[src/rtl/axilite_reg_wr.sv]
// AXI4-Lite write slave that turns each AW+W pair into one register-file write
// with wait/ack handshake and timeout, then returns a single B response.
module axilite_reg_wr #(
  parameter int DATA_WIDTH = 32,
  parameter int ADDR_WIDTH = 40,
  parameter int STRB_WIDTH = DATA_WIDTH/8,
  parameter int TIMEOUT    = 4
) (
  input  logic                  clk,
  input  logic                  rst,
  input  logic [ADDR_WIDTH-1:0] s_axil_awaddr,
  input  logic [2:0]            s_axil_awprot,
  input  logic                  s_axil_awvalid,
  output logic                  s_axil_awready,
  input  logic [DATA_WIDTH-1:0] s_axil_wdata,
  input  logic [STRB_WIDTH-1:0] s_axil_wstrb,
  input  logic                  s_axil_wvalid,
  output logic                  s_axil_wready,
  output logic [1:0]            s_axil_bresp,
  output logic                  s_axil_bvalid,
  input  logic                  s_axil_bready,
  output logic [ADDR_WIDTH-1:0] reg_wr_addr,
  output logic [DATA_WIDTH-1:0] reg_wr_data,
  output logic [STRB_WIDTH-1:0] reg_wr_strb,
  output logic                  reg_wr_en,
  input  logic                  reg_wr_wait,
  input  logic                  reg_wr_ack
);

  localparam int            CW       = $clog2(TIMEOUT);
  localparam logic [CW-1:0] CNT_INIT = CW'(TIMEOUT - 1);
  localparam logic [1:0]    RESP_OK  = 2'b00;
  localparam logic [1:0]    RESP_ERR = 2'b10;

  logic                  r_aw_full;
  logic                  r_w_full;
  logic [ADDR_WIDTH-1:0] r_addr;
  logic [DATA_WIDTH-1:0] r_data;
  logic [STRB_WIDTH-1:0] r_strb;
  logic                  r_bvalid;
  logic [1:0]            r_bresp;
  logic                  r_wr_en;
  logic [CW-1:0]         r_cnt;

  logic w_aw_hs;
  logic w_w_hs;
  logic w_done;
  logic w_aw_full_nxt;
  logic w_w_full_nxt;
  logic w_bvalid_nxt;
  logic w_wr_en_nxt;
  logic w_unused;

  assign w_unused = ^s_axil_awprot;

  // Ready comes straight from the slot flags, so valid never feeds ready.
  assign w_aw_hs = s_axil_awvalid & ~r_aw_full;
  assign w_w_hs  = s_axil_wvalid  & ~r_w_full;

  // Ack on the final count cycle still completes as OKAY.
  assign w_done = r_wr_en & (reg_wr_ack | (r_cnt == '0));

  always_comb begin
    w_aw_full_nxt = r_aw_full | w_aw_hs;
    w_w_full_nxt  = r_w_full  | w_w_hs;
    w_bvalid_nxt  = r_bvalid & ~s_axil_bready;
    if (w_done) begin
      w_aw_full_nxt = 1'b0;
      w_w_full_nxt  = 1'b0;
      w_bvalid_nxt  = 1'b1;
    end
    // A write pending behind an unaccepted B waits for the B handshake.
    w_wr_en_nxt = w_aw_full_nxt & w_w_full_nxt & ~w_bvalid_nxt;
  end

  always_ff @(posedge clk or posedge rst) begin
    if (rst) begin
      r_aw_full <= 1'b0;
      r_w_full  <= 1'b0;
      r_bvalid  <= 1'b0;
      r_wr_en   <= 1'b0;
    end else begin
      r_aw_full <= w_aw_full_nxt;
      r_w_full  <= w_w_full_nxt;
      r_bvalid  <= w_bvalid_nxt;
      r_wr_en   <= w_wr_en_nxt;
    end
  end

  always_ff @(posedge clk or posedge rst) begin
    if (rst) begin
      r_addr <= '0;
    end else if (w_aw_hs) begin
      r_addr <= s_axil_awaddr;
    end
  end

  always_ff @(posedge clk or posedge rst) begin
    if (rst) begin
      r_data <= '0;
      r_strb <= '0;
    end else if (w_w_hs) begin
      r_data <= s_axil_wdata;
      r_strb <= s_axil_wstrb;
    end
  end

  always_ff @(posedge clk or posedge rst) begin
    if (rst) begin
      r_bresp <= RESP_OK;
    end else if (w_done) begin
      r_bresp <= reg_wr_ack ? RESP_OK : RESP_ERR;
    end
  end

  // Busy cycles (wait=1) do not consume the timeout budget.
  always_ff @(posedge clk or posedge rst) begin
    if (rst) begin
      r_cnt <= CNT_INIT;
    end else if (!r_wr_en) begin
      r_cnt <= CNT_INIT;
    end else if (!reg_wr_wait && (r_cnt != '0)) begin
      r_cnt <= r_cnt - 1'b1;
    end
  end

  assign s_axil_awready = ~r_aw_full;
  assign s_axil_wready  = ~r_w_full;
  assign s_axil_bvalid  = r_bvalid;
  assign s_axil_bresp   = r_bresp;
  assign reg_wr_addr    = r_addr;
  assign reg_wr_data    = r_data;
  assign reg_wr_strb    = r_strb;
  assign reg_wr_en      = r_wr_en;

endmodule

[config.mk]
export PLATFORM = sky130hd
export DESIGN_NAME = axilite_reg_wr
export DESIGN_NICKNAME = d
export VERILOG_FILES = /design/src/rtl/axilite_reg_wr.sv
export SDC_FILE = /design/constraint.sdc
export NUM_CORES = 1
export LEC_CHECK = 0
export BUFFER_PORTS_ARGS = -buffer_cell sky130_fd_sc_hd__buf_2
export CORE_MARGIN = 1.5
export CORE_UTILIZATION = 30
export DETAILED_ROUTE_END_ITERATION = 6
export HOLD_SLACK_MARGIN = 0.1
export PLACE_DENSITY = 0.53
export SYNTH_ARGS = -nofsm -noshare
export SYNTH_HDL_FRONTEND = slang
export SYNTH_SLANG_ARGS = --single-unit
[constraint.sdc]
create_clock -name clk -period 6.1 [get_ports clk]
set_input_delay 0.305 -clock clk [delete_from_list [all_inputs] [get_ports clk]]
set_output_delay 0.305 -clock clk [all_outputs]
set_load 0.005 [all_outputs]
==> Word level (Yosys, flattened, before mapping) <==
Index checks and enable logic that the tools add are counted.
{ "totals": {"reg_bits": 84, "input_bits": 86, "out_inout_bits": 82, "word_cells": 34} }
{ "op_classes": {"add_sub_neg": 1, "eq_ne": 1, "n_mux": 6, "n_bitwise": 13, "reduce_logical": 4} }
{ "ops": {"columns": ["cell", "n"], "rows": [
  ["$and A1 B1 Y1", 6],
  ["$mux W2", 3],
  ["$not A1 Y1", 4],
  ["$mux W1", 3],
  ["$or A1 B1 Y1", 3],
  ["$logic_not A2 Y1", 1],
  ["$ne A2 B1 Y1 const B", 1],
  ["$reduce_bool A2 Y1", 1],
  ["$sub A2 B1 Y2 const B", 1],
  ["$logic_and A1 B1 Y1", 1],
  ["$logic_not A1 Y1", 1]
]} }

==> Longest topological paths before layout <==
{ "logic_depth": {"ltp_word": 6, "ltp_mapped": 4, "ltp_nobuf": 4} }

==> Worst setup path after synthesis <==
OpenSTA, ideal clock, no wires.
{ "synth_path": {"path_type": "register to register", "from": "register r_cnt[0]", "to": "register r_wr_en, in the netlist reg_wr_en", "setup_ps": 125, "arrival_time_ps": 1299, "required_ps": 5975, "path_slack_ps": 4675, "stages_incl_launch_ff": 5, "n_path_buf": 0, "synth_period_minus_slack_ps": 1425, "cell_sequence": "dfstp_2 inv_1 ha_1 o21a_1 a2111oi_0"} }
{ "synth_between": {"elab_chain_len": 6, "elab_cells_between_ends": 9, "classes_between": "mux: 3; bitwise: 5; reduce/logical: 1"} }
{ "synth_lines": {"columns": ["element", "line_no", "source"], "rows": [
  ["start: declaration", "43", "logic [CW-1:0] r_cnt;"],
  ["start signal: assignment", "123", "r_cnt <= r_cnt - 1'b1;"],
  ["$logic_not A2 Y1 (*)", "61", "assign w_done = r_wr_en & (reg_wr_ack | (r_cnt == '0));"],
  ["$or A1 B1 Y1 (*)", "61", null],
  ["$and A1 B1 Y1 (*)", "61", null],
  ["$mux W1", "67", "if (w_done) begin"],
  ["$and A1 B1 Y1 or $not A1 Y1 (tied branches)", "73", "w_wr_en_nxt = w_aw_full_nxt & w_w_full_nxt & ~w_bvalid_nxt;"],
  ["$and A1 B1 Y1 (*)", "73", null],
  ["via w_wr_en_nxt", "51", "logic w_wr_en_nxt;"],
  ["end signal: assignment", "86", "r_wr_en <= w_wr_en_nxt;"],
  ["end: declaration", "42", "logic r_wr_en;"]
]} }
The timed path passes the listed nets; every way through them passes the cells marked *.
A chain may end at the register's enable or synchronous reset.

==> Worst setup path after layout <==
{ "layout_path": {"from": "register r_aw_full", "to": "register r_addr[9], in the netlist reg_wr_addr[9]"} }
{ "layout_between": {"elab_chain_len": 2} }
{ "layout_lines": {"columns": ["element", "line_no", "source"], "rows": [
  ["start: declaration", "35", "logic r_aw_full;"],
  ["start signal: assignment", "83", "r_aw_full <= w_aw_full_nxt;"],
  ["$not A1 Y1", "57", "assign w_aw_hs = s_axil_awvalid & ~r_aw_full;"],
  ["$and A1 B1 Y1", "57", null],
  ["end signal: assignment", "94", "r_addr <= s_axil_awaddr;"],
  ["end: declaration", "37", "logic [ADDR_WIDTH-1:0] r_addr;"]
]} }
No other way between the ends.

==> metrics.md <==
| Metric | Value |
|---|---|
| Pre-CTS setup slack | `~4.2 ns` |
| Pwr/cell area | `between 400 and 500 nW/µm²` |
| Root buf cell | `clkbuf_8` |
| Mapped cell area | `~3300 µm²` |
| Final Setup Violations | `0` |
| Status | `completed` |
| Met1 WL | `a little under 3000 µm` |
| Critical path class | `flip-flop to flip-flop` |
| Crit path launch type | `flip-flop` |
| Multi-input combinational cell area | `roughly 1100 µm²` |
| Met3 wire length | `586 µm` |
| Hold-critical path depth | `2` |
| Total Routing Usage GR | `0.120` |
| Hpwl dp | `4650 µm` |
| Routability cong. | `around 0.65` |
| R2r endpoint | `reg_wr_addr[9]$_DFFE_PP0P_` |
| Post-synthesis sequential area ratio | `0.632` |
| Hold crit path type | `input port to flip-flop` |
| Avg WL per Cell | `13.3 µm` |
| Final nets | `around 450` |
| RSZ-0062 raised after global routing | `no` |
| Yosys warning total | `0` |
| Htree depth | `3` |
| Worst-Skew Late Latency | `around 0.34 ns` |
| WL met2 | `~3100 µm` |
| Max clock buf depth | `2` |
| Final hold vios | `0` |
| I/O pins | `168` |
| Core Box Area | `roughly 11,000 µm²` |
| Reg2reg start | `r_aw_full$_DFF_PP0_` |
| Min Tclk post-route | `between 1.5 and 2 ns` |
| Yosys reg bits | `83` |
| TritonCTS clock tree | `yes` |
| Setup bufs post-CTS | `0` |
| Resize count post-CTS | `0` |
| Mapped Nets | `~280` |
| Most frequent cells in the layout | `buf_2 (163), dfrtp_1 (81), mux2_2 (43), mux2_4 (30), clkbuf_8 (9)` |
| Port bufs | `roughly 160` |
| Hold buffer count at cts | `0` |
| Data arrival, critical path | `2.06 ns` |
| Crit-path max FO | `40` |
| Antenna Nets Post-Route | `0` |
| Via count | `approximately 2,100` |
| Most common cell after layout, fill and taps aside | `buf_2` |
| Vias per cell | `approximately 4.2` |
| Cell count after synthesis | `192` |
| Register area | `roughly 2100 µm²` |
| Initial antenna violation count | `0` |
| Initial DRT Pass Iterations | `4` |
| N_diodes | `0` |
| Max cap viols | `0` |
| Max Used Layer | `met4` |
| Die H | `approximately 110 µm` |
| Setup ws final | `~4.3 ns` |
| Final wirelength | `6680 µm` |
| TritonCTS Buffers | `9` |
| Leakage | `approximately 2.2 nW` |
| Final max-slew violation count | `0` |
| Hold path endpoint | `s_axil_bresp[1]$_DFFE_PP0P_` |
| Die Wd | `approximately 110 µm` |
| CP endpoint kind | `flip-flop` |
| Vias in the first global route | `~2,200` |
| Clock Sinks | `83` |
| Peak supply drop | `roughly 0.17 mV` |
| Area grow syn2layout | `32.4%` |
| Hold Slack | `roughly 0.15 ns` |
| Row count | `38` |
| Setup_tns | `0 ns` |
| Layout Skew | `0.00823 ns` |
| Die ar. | `~12,000 µm²` |
| Fin crit share | `0.301` |
| Clock transition at path regs | `~0.080 ns` |
| First-pass GRT wire length | `~11,000 µm` |
| Initial core utilization | `0.306` |
| Fillcell total | `around 1,100` |
| Synthesized area per cell | `~17 µm²` |
| Max Clock Freq | `between 500 and 600 MHz` |
| Max-Slew Margin vs Limit | `0.273` |
| Remaining global-route overflow | `0` |
| Initial DRC count | `98` |
| Distinct cells, synth | `21` |
| Worst Tran Pin Value | `1.09 ns` |
| # DRC | `0` |
| R2R cell count | `2` |
| Share of cells above drive strength 1 | `0.708` |
| CP Data Required Time | `~6.3 ns` |
| Worst hold start | `reg_wr_ack` |
| Flop2flop setup slack | `about 4.3 ns` |
| Largest net degree at the start of global routing | `84` |
[metrics by stage]
stage | util | area, µm² | power [mW] | std cells
after floorplan | - | 3290 | 1.44 | 192
after global placement | 0.391 | 4200 | 1.77 | 488
after detailed placement | 0.391 | 4200 | 1.79 | 488
after CTS | 0.406 | 4360 | 2.15 | 503
after global routing | 0.406 | 4360 | 2.27 | 503
final | 0.406 | 4360 | 2.10 | 503
[sequential cells by signal, indices dropped and copies added (netlist names)]
| name | flops |
|---|---|
| reg_wr_addr | 40 |
| reg_wr_data | 32 |
| reg_wr_strb | 4 |
| r_cnt | 2 |
| r_aw_full | 1 |
| r_w_full | 1 |
| reg_wr_en | 1 |
| s_axil_bresp | 1 |
| s_axil_bvalid | 1 |
[per-layer routing]
metal / up-vias / global-route usage
li1: 996 / -
met1: 1040 / 0.144
met2: 88 / 0.191
met3: 5 / 0.0496
met4: 0 / 0.0479
met5: - / 0
[worst max-delay path: stages (launching register included)]
cell	delay (ns)
dfrtp_1	0.42
nor2b_4	0.85
mux2_2	0.43
[where the power goes]
| group | switching [mW] | internal, mW | total [mW] |
|---|---|---|---|
| Clock | 0.191 | 0.144 | 0.336 |
| Combinational | 0.291 | 0.503 | 0.794 |
| Sequential | 0.138 | 0.832 | 0.970 |
[cell families after synthesis]
kind of cell / Yosys count / synth area share
muxes: 76 / 0.294
other: 1 / 0.00114
and+or+nand+nor: 8 / 0.0133
DFF: 83 / 0.632
adders and majority gates: 1 / 0.00380
buffers and inverters: 15 / 0.0399
AOI/OAI and AO/OA: 8 / 0.0160
[layout make-up]
cell class | instances | area share
clock inverter | 5 | 0.00718
sequential | 83 | 0.477
inverter | 6 | 0.00545
clock buffer | 10 | 0.0293
timing repair buffer | 165 | 0.191
multi-input combinational | 94 | 0.250
tap | 140 | 0.0402
[worst max path at each step]
stage,startpoint,to,slack (ns)
global route,r_aw_full$_DFF_PP0_,reg_wr_addr[38]$_DFFE_PP0P_,4.13
CTS,r_aw_full$_DFF_PP0_,reg_wr_addr[21]$_DFFE_PP0P_,4.23
detailed placement,s_axil_awvalid,reg_wr_addr[9]$_DFFE_PP0P_,4.23
finish,r_aw_full$_DFF_PP0_,reg_wr_addr[9]$_DFFE_PP0P_,4.26
floorplan,rst,r_aw_full$_DFF_PP0_,3.66
global placement,s_axil_awvalid,reg_wr_addr[33]$_DFFE_PP0P_,4.24
[synth_stat cells, drive strengths merged]
| cell | count | area share |
|---|---|---|
| ha | 1 | 0.0038 |
| dfrtp | 81 | 0.62 |
| nor2b | 2 | 0.0053 |
| o21a | 1 | 0.0023 |
| buf | 9 | 0.033 |
| a21o | 1 | 0.0023 |
| mux2 | 76 | 0.29 |
| a21oi | 2 | 0.0030 |
| o311ai | 1 | 0.0027 |
| inv | 6 | 0.0068 |
| or3 | 1 | 0.0019 |
| o21ai | 2 | 0.0030 |
| conb | 1 | 0.0011 |
| nand3 | 1 | 0.0015 |
| dfstp | 2 | 0.016 |
| nor2 | 4 | 0.0046 |
| a2111oi | 1 | 0.0027 |
Note: power is estimated with default switching activity, not from simulation.
